### config.mk
export PLATFORM = sky130hd
export DESIGN_NAME = program_loader_fsm
export DESIGN_NICKNAME = d
export VERILOG_FILES = /design/src/rtl/program_loader_fsm.sv
export SDC_FILE = /design/constraint.sdc
export NUM_CORES = 1
export LEC_CHECK = 0
export BUFFER_PORTS_ARGS = -buffer_cell sky130_fd_sc_hd__buf_2
export CORE_ASPECT_RATIO = 1.25
export CORE_UTILIZATION = 45
export CTS_CLUSTER_SIZE = 8
export DETAILED_ROUTE_END_ITERATION = 12
export HOLD_SLACK_MARGIN = 0.06
export MAX_ROUTING_LAYER = met4
export PLACE_DENSITY = 0.69
export SLEW_MARGIN = 20
export SYNTH_ARGS = -nofsm -noshare
export SYNTH_HDL_FRONTEND = slang
export SYNTH_SLANG_ARGS = --single-unit
export TNS_END_PERCENT = 30
### constraint.sdc
create_clock -name i_clk -period 4 [get_ports i_clk]
set_input_delay 0.2 -clock i_clk [delete_from_list [all_inputs] [get_ports i_clk]]
set_output_delay 0.2 -clock i_clk [all_outputs]
set_load 0.05 [all_outputs]
### src/rtl/program_loader_fsm.sv
// ---------------------------------------------------------------------------
// program_loader_fsm
//
// Purpose:
//   Fills the CPU RAM from the host byte port (ui_in) before the CPU runs.
//   For every RAM byte it steps the MAR/RAM datapath through four phases:
//   address load, host handshake, data load and RAM write. While a session is
//   in progress the loader owns the shared bus and keeps control_block off it
//   through cpu_hold. done_load is raised once every byte has been written.
//
// Ports:
//   i_clk            system clock, rising edge
//   i_rst            synchronous reset, active-high
//   i_programming    level; 1 = host requests or continues a load session
//   i_ui_strobe      host pulse; ui_in byte is stable (only looked at in WAIT)
//   o_ready_for_ui   1 = loader is waiting for the next host byte
//   o_done_load      sticky; last session loaded all RAM_BYTES bytes
//   o_cpu_hold       1 = control_block must drive no bus or load enables
//   o_read_ui_in     1 = gate ui_in onto the bus this cycle
//   o_addr_drive     1 = drive o_bus_addr onto the bus this cycle
//   o_bus_addr       zero-extended byte address; all-zero when not driving
//   o_n_lma          MAR address load enable, active-low
//   o_n_lmd          MAR data load enable, active-low
//   o_n_lr           RAM write strobe, active-low
//   o_byte_count     address of the byte currently being loaded
// ---------------------------------------------------------------------------
module program_loader_fsm #(
    parameter int RAM_BYTES = 16,
    parameter int ADDR_W    = 4,
    parameter int DATA_W    = 8
) (
    input  logic              i_clk,
    input  logic              i_rst,
    input  logic              i_programming,
    input  logic              i_ui_strobe,
    output logic              o_ready_for_ui,
    output logic              o_done_load,
    output logic              o_cpu_hold,
    output logic              o_read_ui_in,
    output logic              o_addr_drive,
    output logic [DATA_W-1:0] o_bus_addr,
    output logic              o_n_lma,
    output logic              o_n_lmd,
    output logic              o_n_lr,
    output logic [ADDR_W-1:0] o_byte_count
);

    localparam logic [ADDR_W-1:0] LAST_ADDR = ADDR_W'(RAM_BYTES - 1);

    typedef enum logic [2:0] {
        Idle,
        Addr,
        Wait,
        Data,
        Write,
        Done
    } loaderState_t;

    loaderState_t      r_state;
    loaderState_t      w_nextState;
    logic [ADDR_W-1:0] r_byteCount;
    logic [ADDR_W-1:0] w_nextCount;
    logic              r_doneLoad;
    logic              w_nextDone;

    logic              r_readyForUi;
    logic              r_cpuHold;
    logic              r_readUiIn;
    logic              r_addrDrive;
    logic [DATA_W-1:0] r_busAddr;
    logic              r_nLma;
    logic              r_nLmd;
    logic              r_nLr;

    // Next-state and next-counter logic. Only WAIT and the two resting states
    // look at i_programming, so a host that drops it mid-byte is only noticed
    // once the loader is back waiting. An abort in WAIT takes priority over a
    // strobe arriving on the same edge.
    always_comb begin
        w_nextState = r_state;
        w_nextCount = r_byteCount;
        w_nextDone  = r_doneLoad;
        case (r_state)
            Idle: begin
                if (i_programming) begin
                    w_nextState = Addr;
                    w_nextCount = '0;
                    w_nextDone  = 1'b0;
                end
            end
            Addr: begin
                w_nextState = Wait;
            end
            Wait: begin
                if (!i_programming) begin
                    w_nextState = Idle;
                end else if (i_ui_strobe) begin
                    w_nextState = Data;
                end
            end
            Data: begin
                w_nextState = Write;
            end
            Write: begin
                if (r_byteCount == LAST_ADDR) begin
                    w_nextState = Done;
                    w_nextDone  = 1'b1;
                end else begin
                    w_nextState = Addr;
                    w_nextCount = r_byteCount + 1'b1;
                end
            end
            Done: begin
                if (!i_programming) begin
                    w_nextState = Idle;
                end
            end
            default: begin
                w_nextState = Idle;
            end
        endcase
    end

    // State register plus registered outputs. Each output is decoded from
    // the state being entered, so every output changes exactly with the
    // state and there is no path from an input straight to an output.
    // The address placed on the bus uses the incremented count so that ADDR
    // presents the byte that is about to be loaded.
    always_ff @(posedge i_clk) begin
        if (i_rst) begin
            r_state      <= Idle;
            r_byteCount  <= '0;
            r_doneLoad   <= 1'b0;
            r_readyForUi <= 1'b0;
            r_cpuHold    <= 1'b0;
            r_readUiIn   <= 1'b0;
            r_addrDrive  <= 1'b0;
            r_busAddr    <= '0;
            r_nLma       <= 1'b1;
            r_nLmd       <= 1'b1;
            r_nLr        <= 1'b1;
        end else begin
            r_state      <= w_nextState;
            r_byteCount  <= w_nextCount;
            r_doneLoad   <= w_nextDone;
            r_readyForUi <= (w_nextState == Wait);
            r_cpuHold    <= (w_nextState == Addr) || (w_nextState == Wait) ||
                            (w_nextState == Data) || (w_nextState == Write);
            r_readUiIn   <= (w_nextState == Data);
            r_addrDrive  <= (w_nextState == Addr);
            r_busAddr    <= (w_nextState == Addr) ? DATA_W'(w_nextCount) : '0;
            r_nLma       <= (w_nextState != Addr);
            r_nLmd       <= (w_nextState != Data);
            r_nLr        <= (w_nextState != Write);
        end
    end

    assign o_ready_for_ui = r_readyForUi;
    assign o_done_load    = r_doneLoad;
    assign o_cpu_hold     = r_cpuHold;
    assign o_read_ui_in   = r_readUiIn;
    assign o_addr_drive   = r_addrDrive;
    assign o_bus_addr     = r_busAddr;
    assign o_n_lma        = r_nLma;
    assign o_n_lmd        = r_nLmd;
    assign o_n_lr         = r_nLr;
    assign o_byte_count   = r_byteCount;

endmodule

Word level (Yosys, flattened, before mapping)

Index checks and enable logic that the tools add are counted.

Output and inout port bits: 20
Bits of input ports: 4
Logic and storage cells: 48
Flip-flop bits (word level): 23

Bitwise operators: 1
Equal/unequal tests: 15
Reductions and logical operators: 7
Multiplexer cells: 12
Add/subtract/negate cells: 1

Operator list:

| kind                                                                     | count |
|---|---|
| 3-bit one-hot mux with 6 select lines                                    | 1 |
| 3-bit two-way mux                                                        | 5 |
| 3-bit by 2-bit equality test with 1-bit output (second input constant)   | 4 |
| 3-bit equality test (second input constant)                              | 3 |
| 4-bit two-way mux                                                        | 2 |
| 4-bit one-hot mux with 2 select lines                                    | 1 |
| 3-bit by 1-bit equality test with 1-bit output (second input constant)   | 2 |
| 4-bit by 1-bit adder with 4-bit output (second input constant)           | 1 |
| 4-bit equality test (second input constant)                              | 1 |
| 2-bit inequality test (second input constant)                            | 2 |
| 3-bit zero test                                                          | 1 |
| 1-bit logical OR                                                         | 3 |
| 3-bit by 1-bit inequality test with 1-bit output (second input constant) | 1 |
| 3-bit by 2-bit inequality test with 1-bit output (second input constant) | 1 |
| 3-bit inequality test (second input constant)                            | 1 |
| 3-bit AND reduction                                                      | 1 |
| 1-bit two-way mux                                                        | 2 |
| 1-bit one-hot mux with 2 select lines                                    | 1 |
| 2-bit nonzero test                                                       | 1 |
| 2-bit OR reduction                                                       | 1 |
| 1-bit NOT                                                                | 1 |

Logic depth before layout (Yosys ltp)

Gate-level depths: netlist (run 1).

Word-level depth: 7
Gate-level depth with buffers: 5
Mapped depth without buffers: 5

Worst setup path after synthesis (run 1)

OpenSTA, ideal clock, no wires.

Path type: register to register
Start point: reg r_byteCount[0] (netlist: o_byte_count[0])
End point: reg r_byteCount[1] (netlist: o_byte_count[1])
Data arrival time: 1.778 ns
Path slack: 2.107 ns
Library setup time: 0.115 ns
Cell stages (with the launch flop): 6
Buffers on the path: 0
Required time: 3.885 ns
Period minus slack after synthesis: 1.893 ns
Cell sequence: dfxtp_1 -> ha_1 -> nand3_1 -> a31o_2 -> a22o_1 -> and2_1

Longest elaborated chain between the ends: 3

Ends and longest elaborated chain:

| item                                                                          | RTL line | source |
|---|---|---|
| start, declared                                                               | 61       | `logic [ADDR_W-1:0] r_byteCount;` |
| start signal, assigned                                                        | 144      | `r_byteCount <= w_nextCount;` |
| 4-bit by 1-bit adder with 4-bit output or 4-bit equality test (tied branches) | 110, 105 |  |
| 4-bit two-way mux *                                                           | 105      | `if (r_byteCount == LAST_ADDR) begin` |
| 4-bit one-hot mux with 2 select lines *                                       | 83       | `case (r_state)` |

Every way passes the cells marked *; elsewhere a longest branch is shown, timed or not.
A chain may end at the register's enable or synchronous reset.

Worst setup path in the final report (run 1)

Start point: reg r_state[2]
End point: reg r_busAddr[3] (netlist: o_bus_addr[3])

Longest elaborated chain between the ends: 6

Ends and longest elaborated chain:

| item                                           | RTL line | source |
|---|---|---|
| start, declared                                | 59       | `loaderState_t r_state;` |
| start signal, assigned                         | 131      | `r_state <= Idle;` |
| start signal, assigned                         | 143      | `r_state <= w_nextState;` |
| 3-bit two-way mux                              | 97       | `end else if (i_ui_strobe) begin` |
| 3-bit two-way mux                              | 95       | `if (!i_programming) begin` |
| 3-bit one-hot mux with 6 select lines          | 83       |  |
| 3-bit by 1-bit equality test with 1-bit output | 151      | `r_busAddr <= (w_nextState == Addr) ? DATA_W'(w_nextCount) : '0;` |
| 1-bit NOT (no source line)                     | --       |  |
| 2-bit OR reduction (no source line)            | --       |  |
| end signal, assigned                           | 151      |  |
| end, declared                                  | 70       | `logic [DATA_W-1:0] r_busAddr;` |

Several ways; a longest one is shown, not always the timed one.

==> results.json, run 1 <==
{
  "status": "complete, no violations",
  "drc_errors": 0,
  "setup_viol": 0,
  "clockBufferDepth": 2,
  "place_inst": 119,
  "hpwl_microns": 1120,
  "n_fill_cell": 167,
  "grt_max_degree": 19,
  "whs_path_depth": 2,
  "finalCritPeriodShare": 0.441,
  "netlist_area_sq_um": 883,
  "overflow": 0,
  "synth_edf_count": 0,
  "r2r_setup_slack_ps": 2240,
  "via_per_inst": 5.41,
  "layout.nets": 110,
  "cts_root_buf": "clkbuf_4",
  "finalHoldViolCount": 0,
  "crit_path_max_incr_delay_ps": 740,
  "critPathKind": "register to register",
  "core_sq_mm": 0.00181,
  "dpl_cell_area_sq_um": 937,
  "hold_class": "primary input to register",
  "drv_slew": 0,
  "cp_num_buf_inv": 0,
  "power.density_mw_per_mm2": 375,
  "min_to": "r_state[0]",
  "ir_drop_mv": 0.249,
  "wl_microns": 1590,
  "power.leakage_uw": 0.000388,
  "holdCritStartpoint": "i_rst",
  "crit_required_ps": 4210,
  "gp_congestion": 0.815,
  "io_buffer_count": 19,
  "fin_crit_ps": 1760,
  "worst_slack_ps": 2240,
  "grt_pass1_wl_microns": 2860,
  "dieArea_sq_mm": 0.00215,
  "r2r_end": "o_bus_addr[3]",
  "ys_types": 36,
  "synth_seq_cells": 19,
  "via_count": 666,
  "synthArstFlopShare": 0,
  "cts_resized": 0,
  "crit_fanout": 18,
  "initial_utilization": 0.489,
  "synthToLayoutAreaGrowth_pct": 9.21,
  "crit-reg2reg-launch": "r_state[2]",
  "pre_cts_ws_ps": 2250,
  "slew_headroom": 0.581,
  "drtIter0Drc": 25,
  "rows": 17,
  "critical_path.top_delay_family": "flip-flops",
  "die_w_microns": 41.6,
  "worst_path_max_delay_cell": "dfxtp_1",
  "endpoint_kind": "register",
  "synth_seq_area_share": 0.431,
  "dr.pass1.iters": 4,
  "ys.flop_type": "dfxtp_1",
  "cts_sinks": 19,
  "cp.depth": 4,
  "grt_setup_unrepaired": "no",
  "worst_slew_pin_slew_ps": 628,
  "max_freq_mhz": 567,
  "htreeDepth": 1,
  "grt_pass1_vias": 622,
  "antenna_found_initial": 0,
  "hold_buffers": 0,
  "final_layout_size_suffix_gt1_frac": 0.317,
  "clk_pin_slew_ps": 110,
  "die_y_microns": 51.5,
  "crit_path_cell_trace": "o21bai_1 > a21oi_2 > o2111ai_4 > nor4_2",
  "drv_cap": 0,
  "synth_cells": 88,
  "yosysWarnings": 0,
  "pin_count": 24,
  "fin_cells": 123,
  "grtUsageTotal": 0.175,
  "syn_avg_cell_area_sq_um": 10.0,
  "diodes": 0,
  "setup-tns-final_ps": 0,
  "reg2reg_depth": 4,
  "wl_per_cell_microns": 13.0,
  "cts_tree": "done",
  "cp-start-kind": "register",
  "postRouteAntennaNets": 0,
  "cts_buffers": 3,
  "final_area_sq_um": 965,
  "postCtsSetupBuffers": 0,
  "arrival_ps": 1970,
  "clk_latency_ps": 290,
  "skew_ps": 1.53,
  "fin_util": 0.534
}
==> cells in the final DEF, fill, tap and decap left out, types with 2 or more instances in the layout <==
cell type  netlist  final
nand3_1          2      2
inv_1            2      2
a21oi_1          5      5
dfxtp_1         19     19
nor4_2           2      2
nand2_1          7      7
nor2_1           7      7
buf_2            0     19
a21o_1           2      2
clkbuf_4         0      3
o21ai_0          3      3
conb_1           1      4
nor4_1           4      4
nor3_1           4      4
==> worst max path at each step <==
stage                               start               to  slack (ps)
after floorplan           o_byte_count[0]  o_byte_count[1]        2110
after CTS                 o_byte_count[0]    o_bus_addr[3]        2220
final                          r_state[2]    o_bus_addr[3]        2240
after global routing           r_state[2]    o_bus_addr[3]        2040
after global placement    o_byte_count[0]    o_bus_addr[3]        2300
after detailed placement  o_byte_count[0]    o_bus_addr[3]        2250
==> per-layer routing <==
metal	global-route usage	routed length, microns	part of all wire	up-vias
li1	-	-	-	345
met3	0.0243	77	0.048	2
met1	0.233	793	0.50	299
met4	0.0806	17	0.011	0
met5	-	0	0	-
met2	0.266	704	0.44	20
==> cells in the mapped netlist, types with 2 or more instances <==
master | count | share of area
a21oi_1 | 5 | 0.028
inv_1 | 2 | 0.0085
nor3_1 | 4 | 0.023
dfxtp_1 | 19 | 0.43
nand3_1 | 2 | 0.011
nor4_2 | 2 | 0.028
nand2_1 | 7 | 0.030
clkbuf_1 | 2 | 0.0085
buf_6 | 3 | 0.038
nor2_1 | 7 | 0.030
nor4_1 | 4 | 0.028
buf_4 | 4 | 0.034
a21o_1 | 2 | 0.017
o21ai_0 | 3 | 0.017
==> flip-flops by register name (all words and copies together) (netlist names) <==
register        count
o_bus_addr          4
o_byte_count        4
r_state             3
o_addr_drive        1
o_cpu_hold          1
o_done_load         1
o_n_lma             1
o_n_lmd             1
o_n_lr              1
o_read_ui_in        1
o_ready_for_ui      1
==> per-stage QoR <==
step,hold WS (ps),power (uW)
floorplan,379,266
detailed placement,465,271
global placement,461,271
finish,224,362
global route,243,379
CTS,224,367
==> area by class of cell <==
type	instances	area [sq um]	area share
clock buffer	3	22.5	0.0233
clock inverter	1	5.00	0.00519
inverter	2	7.51	0.00778
multi-input combinational	60	430	0.446
sequential	19	380	0.394
tap	19	23.8	0.0246
timing repair buffer	19	95.1	0.0986
==> cell families after synthesis <==
| kind of cell | Yosys count | share of synthesized area |
|---|---|---|
| and+or+nand+nor | 34 | 0.239 |
| AOI/OAI and AO/OA | 20 | 0.204 |
| DFF | 19 | 0.431 |
| buffers and inverters | 12 | 0.0949 |
| muxes | 1 | 0.0127 |
| adders and majority gates | 1 | 0.0142 |
| other | 1 | 0.00425 |
==> power by group <==
part           switching (uW)  internal (uW)
Clock                    58.1           37.1
Combinational            46.8           15.9
Sequential               8.08            196
Power figures use the tool's default switching activity.
==> run 2: changes to the inputs <==
- PLACE_DENSITY: 0.69 -> 0.72
- clock period: 4 -> 1.5 ns (I/O delays scaled with it)
==> run 2 against run 1 <==
  * Worst hold slack worse by 130 ps
  * Critical path depth is 1 higher
  * Combinational power grew to 3.2 times the previous value
  * Clock power increased to 2.8 times the previous value
  * Largest cell class unchanged
  * Highest routed layer unchanged
==> results.json, run 2 (synthesis results as in run 1) <==
{
  "clk_pin_slew_ps": 110,
  "antenna_found_initial": 0,
  "endpoint_kind": "register",
  "arrival_ps": 1680,
  "cts_root_buf": "clkbuf_4",
  "skew_ps": 2.93,
  "cts_buffers": 3,
  "crit_path_cell_trace": "ha_4 > nor4bb_4 > a32oi_4 > o2111ai_4 > nor4_2",
  "fin_crit_ps": 1460,
  "finalHoldViolCount": 0,
  "die_y_microns": 51.5,
  "postRouteAntennaNets": 0,
  "via_per_inst": 5.50,
  "core_sq_mm": 0.00181,
  "wl_per_cell_microns": 13.3,
  "holdCritStartpoint": "i_rst",
  "gp_congestion": 0.796,
  "hold_buffers": 0,
  "rows": 17,
  "layout.nets": 119,
  "worst_slack_ps": 42.2,
  "hpwl_microns": 1340,
  "ir_drop_mv": 0.596,
  "crit_required_ps": 1720,
  "cp-start-kind": "register",
  "clk_latency_ps": 300,
  "r2r_setup_slack_ps": 40,
  "die_w_microns": 41.6,
  "dpl_cell_area_sq_mm": 0.00103,
  "grt_pass1_wl_microns": 2910,
  "pre_cts_ws_ps": -24.4,
  "grtUsageTotal": 0.184,
  "reg2reg_depth": 5,
  "dr.pass1.iters": 4,
  "r2r_end": "o_bus_addr[3]",
  "drtIter0Drc": 8,
  "cp_num_buf_inv": 0,
  "initial_utilization": 0.489,
  "fin_util": 0.587,
  "max_freq_mhz": 686,
  "overflow": 0,
  "power.density_mw_per_mm2": 941,
  "cts_sinks": 19,
  "crit_path_max_incr_delay_ps": 380,
  "final_area_sq_mm": 0.00106,
  "diodes": 0,
  "critPathKind": "register to register",
  "whs_path_depth": 2,
  "grt_max_degree": 12,
  "status": "complete, no violations",
  "drv_cap": 0,
  "synthToLayoutAreaGrowth_pct": 20.1,
  "cts_tree": "done",
  "drc_errors": 0,
  "postCtsSetupBuffers": 0,
  "critical_path.top_delay_family": "simple AND/OR/NAND/NOR gates",
  "clockBufferDepth": 2,
  "finalCritPeriodShare": 0.972,
  "fin_cells": 132,
  "grt_setup_unrepaired": "yes",
  "crit-reg2reg-launch": "o_byte_count[1]",
  "io_buffer_count": 19,
  "final_cell_mix": "buf_2, dfxtp_1, buf_4",
  "crit_fanout": 6,
  "dieArea_sq_mm": 0.00215,
  "setup_viol": 0,
  "place_inst": 128,
  "layout_commonest_cell": "buf_2",
  "final_layout_size_suffix_gt1_frac": 0.442,
  "drv_slew": 0,
  "via_count": 726,
  "grt_pass1_vias": 654,
  "wl_microns": 1760,
  "min_to": "o_done_load",
  "pin_count": 24,
  "hold_class": "primary input to register",
  "htreeDepth": 1,
  "worst_path_max_delay_cell": "dfxtp_4",
  "power.leakage_uw": 0.000434
}
run 2: cell type report:
class	instances	area (sq um)
fill	159	747
multi-input combinational	60	443
sequential	19	397
timing repair buffer	28	163
tap	19	23.8
clock buffer	3	22.5
inverter	2	7.51
clock inverter	1	5.00
run 2: what timing repair did:
| item | 4_1_cts | 5_1_grt |
|---|---|---|
| resized for setup | 0 | 3 |
| pin swaps | 1 | 2 |
| endpoints found under the setup margin | 2 | 9 |
run 2: worst register-to-register path, cell delays in order, from the launching register on:
cell       delay, ps
dfxtp_4          380
ha_4             180
nor4bb_4         160
a32oi_4          230
o2111ai_4        170
nor4_2           270
run 2: how the worst max path moves through the flow:
stage,endpoint,start,depth (start not counted)
floorplan,o_byte_count[1],o_byte_count[3],5
global placement,o_byte_count[1],r_state[1],4
detailed placement,o_bus_addr[2],o_byte_count[0],5
CTS,o_bus_addr[2],o_byte_count[0],5
global route,o_bus_addr[3],o_byte_count[0],5
finish,o_bus_addr[3],o_byte_count[1],5
run 2: through the flow:
step                      total power (uW)  TNS [ps]  hold slack [ps]
after floorplan                        704         0              276
after global placement                 742         0              401
after detailed placement               744     -24.4              399
after CTS                             1010     -21.2             72.6
after global routing                  1040      -144              106
final                                  999         0             89.2
run 2: power breakdown:
| part | switching (uW) | internal, uW |
|---|---|---|
| clock network | 165 | 99.5 |
| logic | 136 | 62.4 |
| registers | 18.1 | 518 |
| total | 319 | 680 |
run 2: metal layers:
metal / up-vias / part of all wire / routed length, microns / track usage
met4: 0 / 0.019 / 33 / 0.0968
met5: - / 0 / 0 / -
met1: 336 / 0.44 / 767 / 0.208
met2: 24 / 0.50 / 879 / 0.318
met3: 4 / 0.045 / 79 / 0.0243
li1: 362 / - / - / -
==> run 3: changes to the inputs <==
- CTS_BUF_LIST: unset -> sky130_fd_sc_hd__clkbuf_16
- GPL_ROUTABILITY_DRIVEN: unset -> 1
- PLACE_DENSITY: 0.72 -> 0.75
==> run 3 against run 2 <==
  * Die area stayed put
  * First-iteration DRC count rose by 110%
  * Clock power increased by 110%
  * Register-to-register slack lost 30 ps
  * Sequential cell count unchanged
  * Non-clock buffer count is 2 higher
  * Design area increased by 6.1%
  * Clock skew is 1.1 ps lower
  * Combinational power decreased by 3%
  * Largest power group is now clock
==> results.json, run 3 (synthesis results as in run 1) <==
{
  "power_uw": 1290,
  "cts_tree": "done",
  "place_inst": 130,
  "cts_resized": 0,
  "crit_fanout": 6,
  "clk_latency_ps": 260,
  "drv_slew": 0,
  "grt_pass1_vias": 637,
  "power.leakage_uw": 0.000469,
  "n_fill_cell": 149,
  "status": "complete, no violations",
  "gp_congestion": 0.840,
  "crit_required_ps": 1670,
  "clockBufferDepth": 2,
  "grt_pass1_wl_microns": 2880,
  "hold_class": "primary input to register",
  "postRouteAntennaNets": 0,
  "grt_max_degree": 12,
  "via_count": 716,
  "dieArea_sq_mm": 0.00215,
  "endpoint_kind": "register",
  "dr.pass1.iters": 4,
  "layout.nets": 121,
  "hpwl_microns": 1230,
  "top_layer_used": "met4",
  "finalHoldViolCount": 0,
  "max_freq_mhz": 674,
  "wl_per_cell_microns": 13.1,
  "power.density_mw_per_mm2": 1140,
  "critPathKind": "register to register",
  "arrival_ps": 1660,
  "die_y_microns": 51.5,
  "htreeDepth": 1,
  "final_cell_mix": "buf_2, dfxtp_1, buf_4",
  "pin_count": 24,
  "fin_cells": 134,
  "met2WireLength_microns": 836,
  "cts_sinks": 19,
  "dpl_cell_area_sq_mm": 0.00104,
  "cp-start-kind": "register",
  "hold_buffers": 0,
  "rows": 17,
  "drc_errors": 0,
  "overflow": 0,
  "drtIter0Drc": 17,
  "layout_commonest_cell": "buf_2",
  "setup-tns-final_ps": 0,
  "fin_crit_ps": 1480,
  "initial_utilization": 0.489,
  "wl_microns": 1760,
  "finalCritPeriodShare": 0.989,
  "hold_slack_ps": 152,
  "synthToLayoutAreaGrowth_pct": 27.5,
  "via_per_inst": 5.34,
  "postCtsSetupBuffers": 0,
  "cts_root_buf": "clkbuf_16",
  "dr_wl_met3_microns": 99,
  "grt_setup_unrepaired": "yes",
  "clk_pin_slew_ps": 50,
  "antenna_found_initial": 0,
  "diodes": 0,
  "ir_drop_mv": 0.964,
  "grtUsageTotal": 0.194,
  "setup_viol": 0,
  "final_layout_size_suffix_gt1_frac": 0.435,
  "drv_cap": 0,
  "cts_buffers": 3,
  "skew_ps": 1.82,
  "die_w_microns": 41.6,
  "core_sq_mm": 0.00181,
  "drt-met1-wl_microns": 765,
  "final_area_sq_mm": 0.00113,
  "io_buffer_count": 19
}
==> run 3: power by group <==
group	switching, uW	leakage [uW]	internal, uW
Combinational	133	0.000270	59.8
Clock	200	0.0000409	358
Sequential	17.9	0.000158	518
Total	351	0.000469	936
==> run 3: area by class of cell <==
type	instances	area, sq um	area share
multi-input combinational	60	443	0.393
sequential	19	394	0.350
timing repair buffer	30	178	0.158
clock buffer	3	75.1	0.0667
tap	19	23.8	0.0211
inverter	2	7.51	0.00667
clock inverter	1	5.00	0.00444
==> run 3: final timing paths <==
| path | start | to | slack [ps] | cells past startpoint |
|---|---|---|---|---|
| max | o_byte_count[0] | o_bus_addr[2] | 20 | 5 |
| min | i_rst | o_byte_count[0] | 150 | 2 |
| max reg2reg | o_byte_count[0] | o_bus_addr[2] | 20 | 5 |
| min reg2reg | o_done_load | o_done_load | 480 | 2 |
==> run 3: worst max-delay path, stage by stage (launching register included) <==
cell,delay [ps]
dfxtp_4,350
ha_4,180
nor4bb_4,160
a32oi_4,240
o2111ai_4,180
nor4_2,290
==> run 3: through the flow <==
step,worst slack (ps),util
floorplan,14.8,-
global placement,30.8,0.578
detailed placement,16.3,0.578
CTS,0.211,0.622
global route,-57.0,0.623
finish,16.8,0.623
==> run 3: per-layer routing <==
metal,vias to the layer above,global-route usage
met5,-,-
met4,0,0.161
met3,5,0.0660
met2,22,0.286
met1,327,0.210
li1,362,-
